<file path="config.mk">
export PLATFORM = sky130hd
export DESIGN_NAME = rx_lane_arbiter
export DESIGN_NICKNAME = d
export VERILOG_FILES = /design/src/rtl/rx_lane_arbiter.sv
export SDC_FILE = /design/constraint.sdc
export NUM_CORES = 1
export LEC_CHECK = 0
export BUFFER_PORTS_ARGS = -buffer_cell sky130_fd_sc_hd__clkbuf_2
export CAP_MARGIN = 25
export CORE_UTILIZATION = 58
export DETAILED_ROUTE_END_ITERATION = 6
export GPL_TIMING_DRIVEN = 0
export PLACE_DENSITY = 0.84
export SYNTH_ARGS = -nofsm -noshare
export SYNTH_HDL_FRONTEND = slang
export SYNTH_SLANG_ARGS = --single-unit
</file>
<file path="constraint.sdc">
create_clock -name clk_f -period 4.05 [get_ports clk_f]
set_clock_uncertainty 0.05 [all_clocks]
set_input_delay 0.2025 -clock clk_f [delete_from_list [all_inputs] [get_ports clk_f]]
set_output_delay 0.2025 -clock clk_f [all_outputs]
set_load 0.005 [all_outputs]
</file>
<file path="src/rtl/rx_lane_arbiter.sv">
// rx_lane_arbiter
//
// Merges the four PHY receive byte lanes into one valid/ready byte stream.
// Each lane has a one-byte holding register. A round-robin pointer picks the
// next full lane whenever the registered output slot is free. Lanes that
// deliver a byte into an occupied, non-granted holding register raise a
// sticky overflow flag. Idle symbols can optionally be discarded on capture.
//
// Ports:
//   clk_f              block clock, rising edge
//   reset              synchronous active-high reset
//   data_rx0..3        lane bytes
//   valid_rx0..3       per-lane one-cycle byte qualifiers
//   ready_out          downstream accepts data_arb this cycle
//   data_arb           merged output byte (registered)
//   valid_arb          data_arb/lane_arb valid (registered)
//   lane_arb           source lane of data_arb (registered)
//   overflow           sticky per-lane overflow flags, cleared only by reset
//   busy               any holding register full or output valid
module rx_lane_arbiter #(
    parameter int unsigned       DATA_W    = 8,
    parameter bit                DROP_IDLE = 1'b1,
    parameter logic [DATA_W-1:0] IDLE_BYTE = 8'h7C
) (
    input  logic              clk_f,
    input  logic              reset,
    input  logic [DATA_W-1:0] data_rx0,
    input  logic [DATA_W-1:0] data_rx1,
    input  logic [DATA_W-1:0] data_rx2,
    input  logic [DATA_W-1:0] data_rx3,
    input  logic              valid_rx0,
    input  logic              valid_rx1,
    input  logic              valid_rx2,
    input  logic              valid_rx3,
    input  logic              ready_out,
    output logic [DATA_W-1:0] data_arb,
    output logic              valid_arb,
    output logic [1:0]        lane_arb,
    output logic [3:0]        overflow,
    output logic              busy
);

    logic [DATA_W-1:0] lane_data [4];
    logic [3:0]        lane_valid;

    assign lane_data[0] = data_rx0;
    assign lane_data[1] = data_rx1;
    assign lane_data[2] = data_rx2;
    assign lane_data[3] = data_rx3;
    assign lane_valid   = {valid_rx3, valid_rx2, valid_rx1, valid_rx0};

    logic [DATA_W-1:0] hold_data_q [4];
    logic [DATA_W-1:0] hold_data_d [4];
    logic [3:0]        hold_full_q, hold_full_d;
    logic [1:0]        ptr_q, ptr_d;
    logic [DATA_W-1:0] data_q, data_d;
    logic              valid_q, valid_d;
    logic [1:0]        lane_q, lane_d;
    logic [3:0]        ovf_q, ovf_d;

    logic              slot_free;
    logic              grant_vld;
    logic [1:0]        grant_idx;
    logic [3:0]        cand;

    assign slot_free = !valid_q || ready_out;

    // Candidate bytes: valid and, when idle dropping is enabled, not idle.
    always_comb begin
        cand = '0;
        for (int i = 0; i < 4; i++) begin
            cand[i] = lane_valid[i] && (!DROP_IDLE || (lane_data[i] != IDLE_BYTE));
        end
    end

    // First full lane at or after ptr, wrapping modulo 4.
    always_comb begin
        logic [1:0] idx;
        idx       = '0;
        grant_vld = 1'b0;
        grant_idx = ptr_q;
        if (slot_free) begin
            for (int k = 0; k < 4; k++) begin
                idx = ptr_q + 2'(k);
                if (!grant_vld && hold_full_q[idx]) begin
                    grant_vld = 1'b1;
                    grant_idx = idx;
                end
            end
        end
    end

    always_comb begin
        hold_full_d = hold_full_q;
        ptr_d       = ptr_q;
        data_d      = data_q;
        valid_d     = valid_q;
        lane_d      = lane_q;
        ovf_d       = ovf_q;
        for (int i = 0; i < 4; i++) begin
            hold_data_d[i] = hold_data_q[i];
        end

        if (grant_vld) begin
            data_d                 = hold_data_q[grant_idx];
            lane_d                 = grant_idx;
            valid_d                = 1'b1;
            hold_full_d[grant_idx] = 1'b0;
            ptr_d                  = grant_idx + 2'd1;
        end else if (slot_free) begin
            valid_d = 1'b0;
        end

        // A lane being granted this edge can accept a refill in the same edge.
        for (int i = 0; i < 4; i++) begin
            if (cand[i]) begin
                if (!hold_full_q[i] || (grant_vld && (grant_idx == 2'(i)))) begin
                    hold_data_d[i] = lane_data[i];
                    hold_full_d[i] = 1'b1;
                end else begin
                    ovf_d[i] = 1'b1;
                end
            end
        end
    end

    always_ff @(posedge clk_f) begin
        if (reset) begin
            hold_full_q <= '0;
            ptr_q       <= '0;
            data_q      <= '0;
            valid_q     <= 1'b0;
            lane_q      <= '0;
            ovf_q       <= '0;
            for (int i = 0; i < 4; i++) begin
                hold_data_q[i] <= '0;
            end
        end else begin
            hold_full_q <= hold_full_d;
            ptr_q       <= ptr_d;
            data_q      <= data_d;
            valid_q     <= valid_d;
            lane_q      <= lane_d;
            ovf_q       <= ovf_d;
            for (int i = 0; i < 4; i++) begin
                hold_data_q[i] <= hold_data_d[i];
            end
        end
    end

    assign data_arb  = data_q;
    assign valid_arb = valid_q;
    assign lane_arb  = lane_q;
    assign overflow  = ovf_q;
    assign busy      = (|hold_full_q) | valid_q;

endmodule

</file>
# Word level (Yosys, flattened, before mapping)
# Memories as Yosys holds them, arrays and structs flattened. A register that Yosys moved wholly into a read port is not among the register bits.
# Index checks and enable logic that the tools add are counted.
totals:
  regBits: 13
  latch_bits: 0
  mem_bits_rw: 32
  mem_bits_ro: 0
  input_bits: 39
  output_inout_bits: 16
  elab_cells: 129
  memories: 1
classes:
  addsub: 4
  multipliers: 0
  div_mod_pow: 0
  order_cmp: 6
  eq_ne: 15
  shift: 0
  muxes: 48
  bitwise_logic: 11
  n_reduce_logical: 36
memory_table:
  columns: ["name", "depth", "width", "rd", "rd_clocked_by_memory_dff", "wr", "line", "source"]
  rows:
  - ["hold_data_q", 4, 8, 1, 1, 4, "52", "logic [DATA_W-1:0] hold_data_q [4];"]
ops:
  columns: ["operator", "n"]
  rows:
  - ["2-to-1 mux 8 bit", 12]
  - ["!= test 8 x 7 -> 1 bit, second input constant", 4]
  - ["2-to-1 mux 1 bit", 26]
  - ["< comparator 2 x 3 -> 1 bit, second input constant", 5]
  - ["logical AND 1 bit", 12]
  - ["AND reduction 3 bit", 4]
  - ["binary-select mux 1 bit (select 2 bit)", 4]
  - ["zero test 1 bit", 8]
  - ["2-to-1 mux 2 bit", 4]
  - ["!= test 2 bit, second input constant", 4]
  - ["AND reduction 2 bit", 4]
  - ["logical OR 1 bit", 5]
  - ["bitwise OR 1 bit", 5]
  - ["adder 2 x 1 -> 2 bit, second input constant", 2]
  - ["adder 2 bit, second input constant", 2]
  - ["bitwise AND 4 bit", 1]
  - ["== test 2 bit, second input constant", 2]
  - ["2-to-1 mux 4 bit", 1]
  - ["!= test 1 bit, second input constant", 4]
  - ["inverter 1 bit", 4]
  - ["inverter 4 bit", 1]
  - ["OR reduction 4 bit", 1]
  - ["demux 1 bit (select 2 bit)", 1]
  - ["== test 2 x 1 -> 1 bit, second input constant", 1]
  - ["3 further kinds", 3]

# Depth between registers and ports, before layout
# Gate-level depths: netlist of run 1.
logic_depth:
  ltp_word: 25
  depth_mapped: 8
  ltp_nobuf: 6

# Worst setup path after synthesis of run 1
# Ideal clock, no wire load.
synth_path:
  kind: "flip-flop to flip-flop"
  start: "register hold_full_q[2]"
  end: "memory hold_data_q[3][0] (enable)"
  arrival_ns: 1.758
  path_slack_ns: 1.916
  path_stages_with_launch: 8
  path_buffers: 1
  cell_sequence: "dfxtp_1 -> buf_6 -> nand2b_1 -> mux4_2 -> a22oi_2 -> nand4_1 -> nand2_1 -> a21o_1"
synth_rtl:
  columns: ["item", "line", "source"]
  rows:
  - ["from (decl)", "54", "logic [3:0] hold_full_q, hold_full_d;"]
  - ["from (signal assigned)", "139", "hold_full_q <= hold_full_d;"]
  - ["to (decl)", "52", null]

==> metrics.txt, run 1 <==
status completed; required time of the worst setup path 3.98 ns; Vias 2121; Post-synth top flop edfxtp_1; total gr overflow 0; clock insertion delay at the later pin of the skew report 0.30 ns; Die ar. 4850 um2; Root Driver clkbuf_8; CP Max Fanout 10; Power Internal 0.930 mW; Slew HR 50.5%; Core ar. 4380 um2; Layout fillers 366; cells after synthesis 255; Highest Clock Rate 380 MHz; Clock transition at path regs 0.09 ns; Post-Route WL 5520 um; hold path depth 2; Fin Setup TNS 0 ns; sw power 0.418 mW; worst slew pin tran 0.733 ns; Period minus WS final 2.63 ns; EDFF count, synth 32; Yosys reg bits 53; Max Buffers Root-to-Sink 2; CTS Hold Bufs 0; vias in the first global route 1980; Max Cap Viol 0; switch share 31.0%; Post-Syn Area 2650 um2; fin crit share 65.0%; diode count 0; Setup Fix Bufs, Post-CTS 0; GP Congestion 0.918; I/O Pins 55; H-Tree Depth 2; DRT Pass-1 Iters 4; static leakage 1.27 nW; Final setup viols 0; Slew Viols, Final 0; RSZ-0062 raised after global routing no; Routed Antenna Nets 0; Cell Pwr Density 439 nW/um2; std cell rows 24; CP Data Arrival Time 2.56 ns; clock power share 21.1%; cts bufs inserted 5; Hold Vio Cnt, Final 0; clk sinks 53; Avg WL per Cell 15.0 um; largest net degree at the start of global routing 16; Mapped Nets 294; # port buffers 54; Initial Utilization 60.5%; initial antenna violation count 0; chip width 69.6 um; mean area per synthesized cell 10.4 um2; critical path endpoint category register; CTS tree done; Final nets 355; Via density 5.75; crit start category register; combinational cell fraction of total power 28.9%; 1st-iter DRT viols 219; peak supply drop 0.272 mV; Die Y 69.6 um; first-pass GRT wire length 9160 um; post-layout util 70.0%; residual DRC count 0; gr usage total 24.3%; Synth warnings 0; asr flop ratio synth 0%; layout cell share with drive strength beyond 1 25.9%; Setup CP Type reg -> reg; Hold Path Class in -> reg; synth-to-layout area growth 15.7%; register area share after synthesis 52.1%; Sequential Power Share 50.0%; Reg2Reg Depth 7; Post-DP HPWL 4210 um; post_cts resized 0; post-synth cell types 45
-- layout by cell type, fill, tap and decap left out, types with 2 or more instances in the layout --
cell type	count
clkbuf_1	10
nand3_1	6
edfxtp_1	32
o21a_1	2
clkbuf_2	54
mux2i_1	5
a221oi_1	6
nor2_1	18
nand2b_1	14
a21oi_1	7
and2_1	33
or2_2	8
o41ai_1	4
inv_1	10
o21bai_1	8
buf_2	4
o21ai_0	5
a311oi_1	4
o22ai_1	8
buf_6	2
nand4b_1	4
a31oi_1	5
dfxtp_1	21
clkbuf_8	5
a211oi_2	3
nor3_1	3
nor2b_1	3
nand2_1	11
o31ai_1	3
-- synthesized netlist by cell type, types with 2 or more instances --
| master | instances | area share (%) |
|---|---|---|
| and2_1 | 33 | 7.8 |
| a211oi_2 | 3 | 1.4 |
| nor3_1 | 3 | 0.57 |
| o31ai_1 | 3 | 0.85 |
| o21a_1 | 2 | 0.57 |
| a31oi_1 | 5 | 1.2 |
| o21bai_1 | 8 | 2.3 |
| dfxtp_1 | 21 | 16 |
| or2_2 | 8 | 1.9 |
| o41ai_1 | 4 | 1.3 |
| buf_6 | 2 | 0.85 |
| buf_2 | 4 | 0.75 |
| nand2b_1 | 14 | 3.3 |
| nand4b_1 | 4 | 1.3 |
| o21ai_0 | 5 | 0.94 |
| nor2_1 | 18 | 2.5 |
| nand2_1 | 11 | 1.6 |
| inv_1 | 10 | 1.4 |
| a311oi_1 | 4 | 1.3 |
| a221oi_1 | 6 | 2.0 |
| clkbuf_1 | 8 | 1.1 |
| edfxtp_1 | 32 | 36 |
| o22ai_1 | 8 | 1.9 |
| mux2i_1 | 5 | 1.9 |
| nor2b_1 | 3 | 0.71 |
| a21oi_1 | 7 | 1.3 |
| nand3_1 | 6 | 1.1 |
-- flip-flops by register name, indices dropped and copies added, names as in the netlist --
name         count
valid_arb        1
lane_arb         2
data_arb         8
hold_data_q     32
ptr_q            2
overflow         4
hold_full_q      4
-- worst paths after layout --
path / endpoint / slack [ns] / from
worst max-delay path: hold_data_q[3][1] / 1.42 / valid_arb
worst min-delay path: hold_data_q[2][7] / 0.13 / data_rx2[7]
worst min register to register: lane_arb[1] / 0.42 / lane_arb[1]
worst max register to register: hold_data_q[3][1] / 1.42 / valid_arb
-- routing by layer --
layer	track usage [%]	wire [um]	share of wire, %
met5	0	0	0
met4	8.67	56	1.0
met3	3.63	296	5.4
met2	42.0	2830	51
met1	31.0	2340	42
-- metrics by stage --
| step | hold WS, ns | total power, mW | setup slack (ns) | instances | cell area [um2] |
|---|---|---|---|---|---|
| 2_1_floorplan | 0.351 | 0.950 | 1.92 | 255 | 2650 |
| 6_report | 0.134 | 1.35 | 1.42 | 369 | 3070 |
| 5_1_grt | 0.137 | 1.41 | 1.17 | 369 | 3070 |
| 3_3_place_gp | 0.395 | 1.06 | 1.47 | 361 | 2990 |
| 3_5_place_dp | 0.413 | 1.07 | 1.40 | 361 | 2990 |
| 4_1_cts | 0.134 | 1.35 | 1.40 | 369 | 3070 |
-- power groups by stage --
stage | combinational, mW | clock, mW | sequential (mW)
floorplan | 0.269 | 0 | 0.681
global placement | 0.376 | 0 | 0.684
detailed placement | 0.387 | 0 | 0.686
CTS | 0.390 | 0.286 | 0.673
global route | 0.431 | 0.304 | 0.680
finish | 0.390 | 0.285 | 0.673
-- cell type report --
| cell class | count | area [um2] | area share [%] |
|---|---|---|---|
| Clock buffer | 7 | 76.3 | 2.49 |
| Buffer | 15 | 80.1 | 2.61 |
| Timing Repair Buffer | 54 | 270 | 8.81 |
| Tap cell | 52 | 65.1 | 2.12 |
| Clock inverter | 1 | 5.00 | 0.163 |
| Sequential cell | 53 | 1380 | 45.0 |
| Multi-Input combinational cell | 177 | 1150 | 37.6 |
| Inverter | 10 | 37.5 | 1.22 |
-- critical path, stage by stage (launching register included) --
cell	delay, ns
dfxtp_1	0.37
nor2b_1	0.14
clkbuf_1	0.32
nor4bb_1	0.12
nor2_1	0.55
nand4_1	0.28
nand2_1	0.18
a21o_1	0.31
-- kinds of logic (layout without fill, tap and decap cells) --
group	count (synthesis)	count (layout)	share of synthesized area, %
multiplexers	6	6	2.74
AO/OA/AOI/OAI	65	65	18.2
flip-flops	53	53	52.1
buffers and inverters	25	87	4.43
AND/OR/NAND/NOR	106	106	22.6
No activity file was read; power rests on OpenSTA's default activity.
==> inputs of run 2 (changes only) <==
Settings changed: ABC_AREA set to 1, CORE_UTILIZATION 58 to 51, PLACE_DENSITY 0.84 to 0.77.
Clock period 4.05 ns to 2.3 ns, I/O delays scaled along.
==> run 2 against run 1 <==
Net effect: register-to-register slack got worse by 1.3 ns; die area is 33% higher; count of clock-buffer cells in the layout fell by 2; cell count is 53% higher; area after synthesis is 18% higher; utilization decreased by 4.2 points; clock power rose by 98%; via count up 33%; combinational power increased to 7.8 times the previous value.
==> metrics.txt, run 2 <==
status completed (unchanged); WHS 0.0119 ns (was 0.134 ns); fin crit share 96.7% (was 65.0%); peak supply drop 0.740 mV (was 0.272 mV); GP Congestion 0.866 (was 0.918); Post-Route WL 7150 um (was 5520 um); CTS tree done (unchanged); EDFF count, synth 32 (unchanged); Max Buffers Root-to-Sink 2 (unchanged); Final setup viols 0 (unchanged); Routed Antenna Nets 0 (unchanged); Yosys reg bits 53 (unchanged); Cell Pwr Density 1270 nW/um2 (was 439 nW/um2); first-pass GRT wire length 10900 um (was 9160 um); crit start category register (unchanged); Largest Register hold_data_q (unchanged); max reg flops 32 (unchanged); sw power 2.33 mW (was 0.418 mW); Post-Syn Area 3120 um2 (was 2650 um2); total gr overflow 0 (unchanged); 1st-iter DRT viols 223 (was 219); Mapped Nets 445 (was 294); CP Data Arrival Time 2.19 ns (was 2.56 ns); Vias 2812 (was 2121); gr usage total 22.4% (was 24.3%); std cell rows 28 (was 24); mean area per synthesized cell 7.70 um2 (was 10.4 um2); clock power share 11.4% (was 21.1%); Sequential Power Share 27.4% (was 50.0%); I/O Pins 55 (unchanged); most frequent cell after synthesis nand2_1 (was and2_1); Synth warnings 0 (unchanged); Via density 4.99 (was 5.75); Period minus WS final 2.23 ns (was 2.63 ns); # port buffers 54 (unchanged); critical path endpoint category register (unchanged); Core ar. 5920 um2 (was 4380 um2); commonest non-fill, non-tap cell in the layout nand2_1 (was clkbuf_2); post-synth cell types 26 (was 45); clock insertion delay at the later pin of the skew report 0.32 ns (was 0.30 ns); vias in the first global route 2420 (was 1980); Final nets 526 (was 355); DRT Pass-1 Iters 5 (was 4); Avg WL per Cell 12.7 um (was 15.0 um); Slew HR 51.5% (was 50.5%); diode count 0 (unchanged); synth-to-layout area growth 24.7% (was 15.7%); Die Y 80.3 um (was 69.6 um); H-Tree Depth 2 (unchanged); required time of the worst setup path 2.27 ns (was 3.98 ns); initial antenna violation count 0 (unchanged); Clock transition at path regs 0.11 ns (was 0.09 ns); commonest cells after routing, fill and taps aside nand2_1, inv_1, clkbuf_2 (was clkbuf_2, and2_1, edfxtp_1); cells after synthesis 406 (was 255); Hold Vio Cnt, Final 0 (unchanged); Initial Utilization 52.8% (was 60.5%); chip width 80.3 um (was 69.6 um); Synth area leaders edfxtp_1, nand2_1, dfxtp_1, inv_1, nor2_2 (was edfxtp_1, dfxtp_1, and2_1, nand2b_1, nor2_1); Power Internal 2.62 mW (was 0.930 mW); Post-synth top flop edfxtp_1 (unchanged); Tot Pwr 4.94 mW (was 1.35 mW); Highest Clock Rate 449 MHz (was 380 MHz); Die ar. 6440 um2 (was 4850 um2); asr flop ratio synth 0% (unchanged); CP Max Fanout 8 (was 10); Hold Path Class in -> reg (unchanged); static leakage 1.98 nW (was 1.27 nW); top cells by count, synth nand2_1, inv_1, edfxtp_1, nor2_2, nand3_1 (was and2_1, edfxtp_1, dfxtp_1); switch share 47.1% (was 31.0%); Max Cap Viol 0 (unchanged); layout cell share with drive strength beyond 1 37.9% (was 25.9%); RSZ-0062 raised after global routing yes (was no); Setup CP Type reg -> reg (unchanged); cts bufs inserted 5 (unchanged); Root Driver clkbuf_8 (unchanged); residual DRC count 0 (unchanged); Post-DP HPWL 5010 um (was 4210 um); post-layout util 65.8% (was 70.0%); register area share after synthesis 44.2% (was 52.1%); clk sinks 53 (unchanged); share of the synthesized area in the top cell type 30.8% (was 36.2%); largest net degree at the start of global routing 19 (was 16); worst slew pin tran 0.723 ns (was 0.733 ns); combinational cell fraction of total power 61.2% (was 28.9%); Yosys top cell by area edfxtp_1 (unchanged); Slew Viols, Final 0 (unchanged)
-- run 2: cell families (layout without fill, tap and decap cells) --
group           after synthesis  count (layout)  synth area share, %
simple gates                265             265                 43.1
flops                        53              53                 44.2
compound gates               13              13                 2.16
buf+inv                      75             157                 10.6
-- run 2: final timing paths --
kind,cells past startpoint,start,endpoint,slack (ns)
setup / recovery,16,ptr_q[1],hold_data_q[3][5],0.07
hold / removal,3,valid_rx2,hold_full_q[2],0.01
setup reg to reg,16,ptr_q[1],hold_data_q[3][5],0.07
hold reg to reg,2,overflow[3],overflow[3],0.40
-- run 2: power by group through the flow --
stage                     sequential (mW)  clock [mW]  combinational, mW
after floorplan                      1.33           0               1.88
after global placement               1.34           0               2.37
after detailed placement             1.35           0               2.42
after CTS                            1.32       0.568               2.71
after global routing                 1.38       0.600               3.34
final                                1.35       0.563               3.03
-- run 2: critical path, stage by stage (launching register included) --
cell and delay (ns):
dfxtp_2 0.35, buf_6 0.14, clkinv_8 0.07, nand2_2 0.06, nand2_2 0.09, nand2_2 0.11
nand2_4 0.09, nand2_4 0.10, nand2_1 0.06, nand3_1 0.07, nand3_1 0.10, nand3_2 0.11
buf_4 0.13, nand4_4 0.09, nand2_4 0.12, nand2_2 0.07, nand2_4 0.12
-- run 2: per-stage QoR --
step                      cell area (um2)  setup WS (ns)  cells  TNS, ns
after global routing                 3900        -0.0598    563    -1.33
after detailed placement             3490         -0.180    535    -5.37
final                                3900         0.0748    563        0
after CTS                            3720        0.00735    554        0
after global placement               3490         -0.127    535    -2.97
after floorplan                      3120          0.167    406        0
-- run 2: layer usage --
layer	GRT usage, %	wire length (um)	vias up
li1	-	-	1437
met2	36.8	3500	124
met4	6.43	111	0
met3	4.09	494	11
met5	0	0	-
met1	30.0	3040	1240
-- run 2: repair_timing --
| action | in CTS | in global routing |
|---|---|---|
| gates cloned | 0 | 1 |
| endpoints found under the hold margin | 1 | 0 |
| resized for setup | 14 | 37 |
| buffers inserted | 10 | 10 |
| setup endpoints to repair | 48 | 76 |
| hold buffers | 1 | 0 |
| pin swaps | 8 | 25 |
-- run 2: cell type report --
class                   count  area (um2)
fillers                   488        2020
multi-input cells         278        1550
flip-flops and latches     53        1390
repair buffers             76         435
inverters                  64         258
well taps                  75        93.8
plain buffers               9        71.3
clock buffers               5        68.8
clock inverters             3        26.3
==> inputs of run 3 (changes only) <==
Settings changed: ABC_AREA 1 to 0, CORE_UTILIZATION 51 to 49, PLACE_DENSITY 0.77 to 0.75.
==> run 3 against run 2 <==
Net effect: final area decreased by 19%; first-iteration DRC count decreased by 14%; global-route usage decreased by 0.12 points; fmax decreased by 0.54%; flip-flop and latch count unchanged; cell count decreased by 31%; die area decreased by 11%; non-clock buffer count decreased by 14; total power decreased by 51%; routed wire length decreased by 19%; critical path type unchanged; critical endpoint is now hold_data_q[3][1].
==> metrics.txt, run 3 (synthesis results as in run 1) <==
worst slew pin tran 0.767 ns (was 0.723 ns); hold_sp data_rx3[7] (was valid_rx2); Hold Path Class in -> reg (unchanged); Die ar. 5710 um2 (was 6440 um2); Avg WL per Cell 15.0 um (was 12.7 um); std cell rows 26 (was 28); Slew Viols, Final 0 (unchanged); GP Congestion 0.845 (was 0.866); static leakage 1.28 nW (was 1.98 nW); peak supply drop 0.406 mV (was 0.740 mV); Place WS -0.313 ns (was -0.180 ns); CTS tree done (unchanged); CP Max Fanout 10 (was 8); Period minus WS final 2.24 ns (was 2.23 ns); Highest Clock Rate 447 MHz (was 449 MHz); worst setup path startpoint hold_full_q[2] (was ptr_q[1]); DRT Pass-1 Iters 4 (was 5); total gr overflow 0 (unchanged); 1st-iter DRT viols 191 (was 223); initial antenna violation count 0 (unchanged); status completed (unchanged); Setup CP Type reg -> reg (unchanged); H-Tree Depth 2 (unchanged); cts bufs inserted 5 (unchanged); Post-DP HPWL 4410 um (was 5010 um); max reg flops 32 (unchanged); clk sinks 53 (unchanged); Core ar. 5170 um2 (was 5920 um2); Vias 2156 (was 2812); commonest non-fill, non-tap cell in the layout clkbuf_2 (was nand2_1); Final Cell Area 3160 um2 (was 3900 um2); Max Cap Viol 0 (unchanged); Slew HR 48.2% (was 51.5%); commonest cells after routing, fill and taps aside clkbuf_2, and2_1, edfxtp_1 (was nand2_1, inv_1, clkbuf_2); Largest Register hold_data_q (unchanged); clock insertion delay at the later pin of the skew report 0.31 ns (was 0.32 ns); CTS Hold Bufs 0 (was 1); Die Y 75.6 um (was 80.3 um); fin crit share 97.3% (was 96.7%); Cell Pwr Density 767 nW/um2 (was 1270 nW/um2); first-pass GRT wire length 9290 um (was 10900 um); Routed Antenna Nets 0 (unchanged); chip width 75.6 um (was 80.3 um); residual DRC count 0 (unchanged); WHS 0.0416 ns (was 0.0119 ns); Post-Route WL 5820 um (was 7150 um); Layout fillers 438 (was 488); layout cell share with drive strength beyond 1 29.8% (was 37.9%); I/O Pins 55 (unchanged); CP Data Arrival Time 2.25 ns (was 2.19 ns); RSZ-0062 raised after global routing yes (unchanged); Initial Utilization 51.3% (was 52.8%); Final nets 357 (was 526); required time of the worst setup path 2.32 ns (was 2.27 ns); Root Driver clkbuf_8 (unchanged); synth-to-layout area growth 19.1% (was 24.7%); critical path endpoint category register (unchanged); Routed met2 length 2970 um (was 3500 um); Tot Pwr 2.42 mW (was 4.94 mW); highest metal used met4 (unchanged); Hold Vio Cnt, Final 0 (unchanged); # port buffers 54 (unchanged); worst reg2reg path startpoint hold_full_q[2] (was ptr_q[1]); met3 routed WL 277 um (was 494 um); Clock transition at path regs 0.09 ns (was 0.11 ns); vias in the first global route 2064 (was 2420); Max Buffers Root-to-Sink 2 (unchanged); gr usage total 22.3% (was 22.4%); Final setup viols 0 (unchanged); final setup margin 0.0627 ns (was 0.0748 ns); largest net degree at the start of global routing 17 (was 19); M1 wire length 2480 um (was 3040 um); Placed Area 3010 um2 (was 3490 um2); crit start category register (unchanged); Via density 5.54 (was 4.99); diode count 0 (unchanged)
-- run 3: layout make-up --
cell class                      count  area [um2]  share of cell area, %
Tap cell                           70        87.6                   2.77
Multi-Input combinational cell    177        1200                   38.1
Inverter                           10        37.5                   1.19
Clock buffer                        6        72.6                   2.30
Buffer                             15        81.3                   2.57
Timing Repair Buffer               56         285                   9.03
Sequential cell                    53        1380                   43.7
Clock inverter                      2        11.3                  0.356
-- run 3: stage by stage --
stage | std cells | TNS, ns | util (%)
floorplan | 255 | 0 | -
global placement | 379 | -2.06 | 58.2
detailed placement | 379 | -3.50 | 58.2
CTS | 388 | 0 | 60.0
global route | 389 | -0.106 | 61.1
finish | 389 | 0 | 61.1
-- run 3: layer usage --
layer / GRT usage (%) / vias up
met1: 27.6 / 1019
li1: - / 1061
met3: 3.84 / 9
met4: 8.85 / 0
met2: 38.8 / 67
met5: 0 / -
-- run 3: worst max-delay path, cell delays in order, from the launching register on --
cell      delay [ns]
dfxtp_1         0.33
buf_6           0.13
nand2b_1        0.13
mux4_2          0.49
a211o_1         0.33
nand4_1         0.16
nand2_1         0.12
a21o_4          0.27
-- run 3: path summary, 6_finish.rpt --
kind	endpoint	slack (ns)	cells after the start
max	hold_data_q[3][1]	0.06	7
min	hold_data_q[3][7]	0.04	2
max reg2reg	hold_data_q[3][1]	0.06	7
min reg2reg	lane_arb[1]	0.42	2
-- run 3: power breakdown --
part / switching, mW / internal [mW]
sequential: 0.0555 / 1.13
clock: 0.303 / 0.212
combinational: 0.410 / 0.307
total: 0.768 / 1.65
-- run 3: what timing repair did --
action,CTS,global route
resized for setup,2,13
setup buffers,1,1
pin swaps,1,2
setup endpoints to repair,16,63
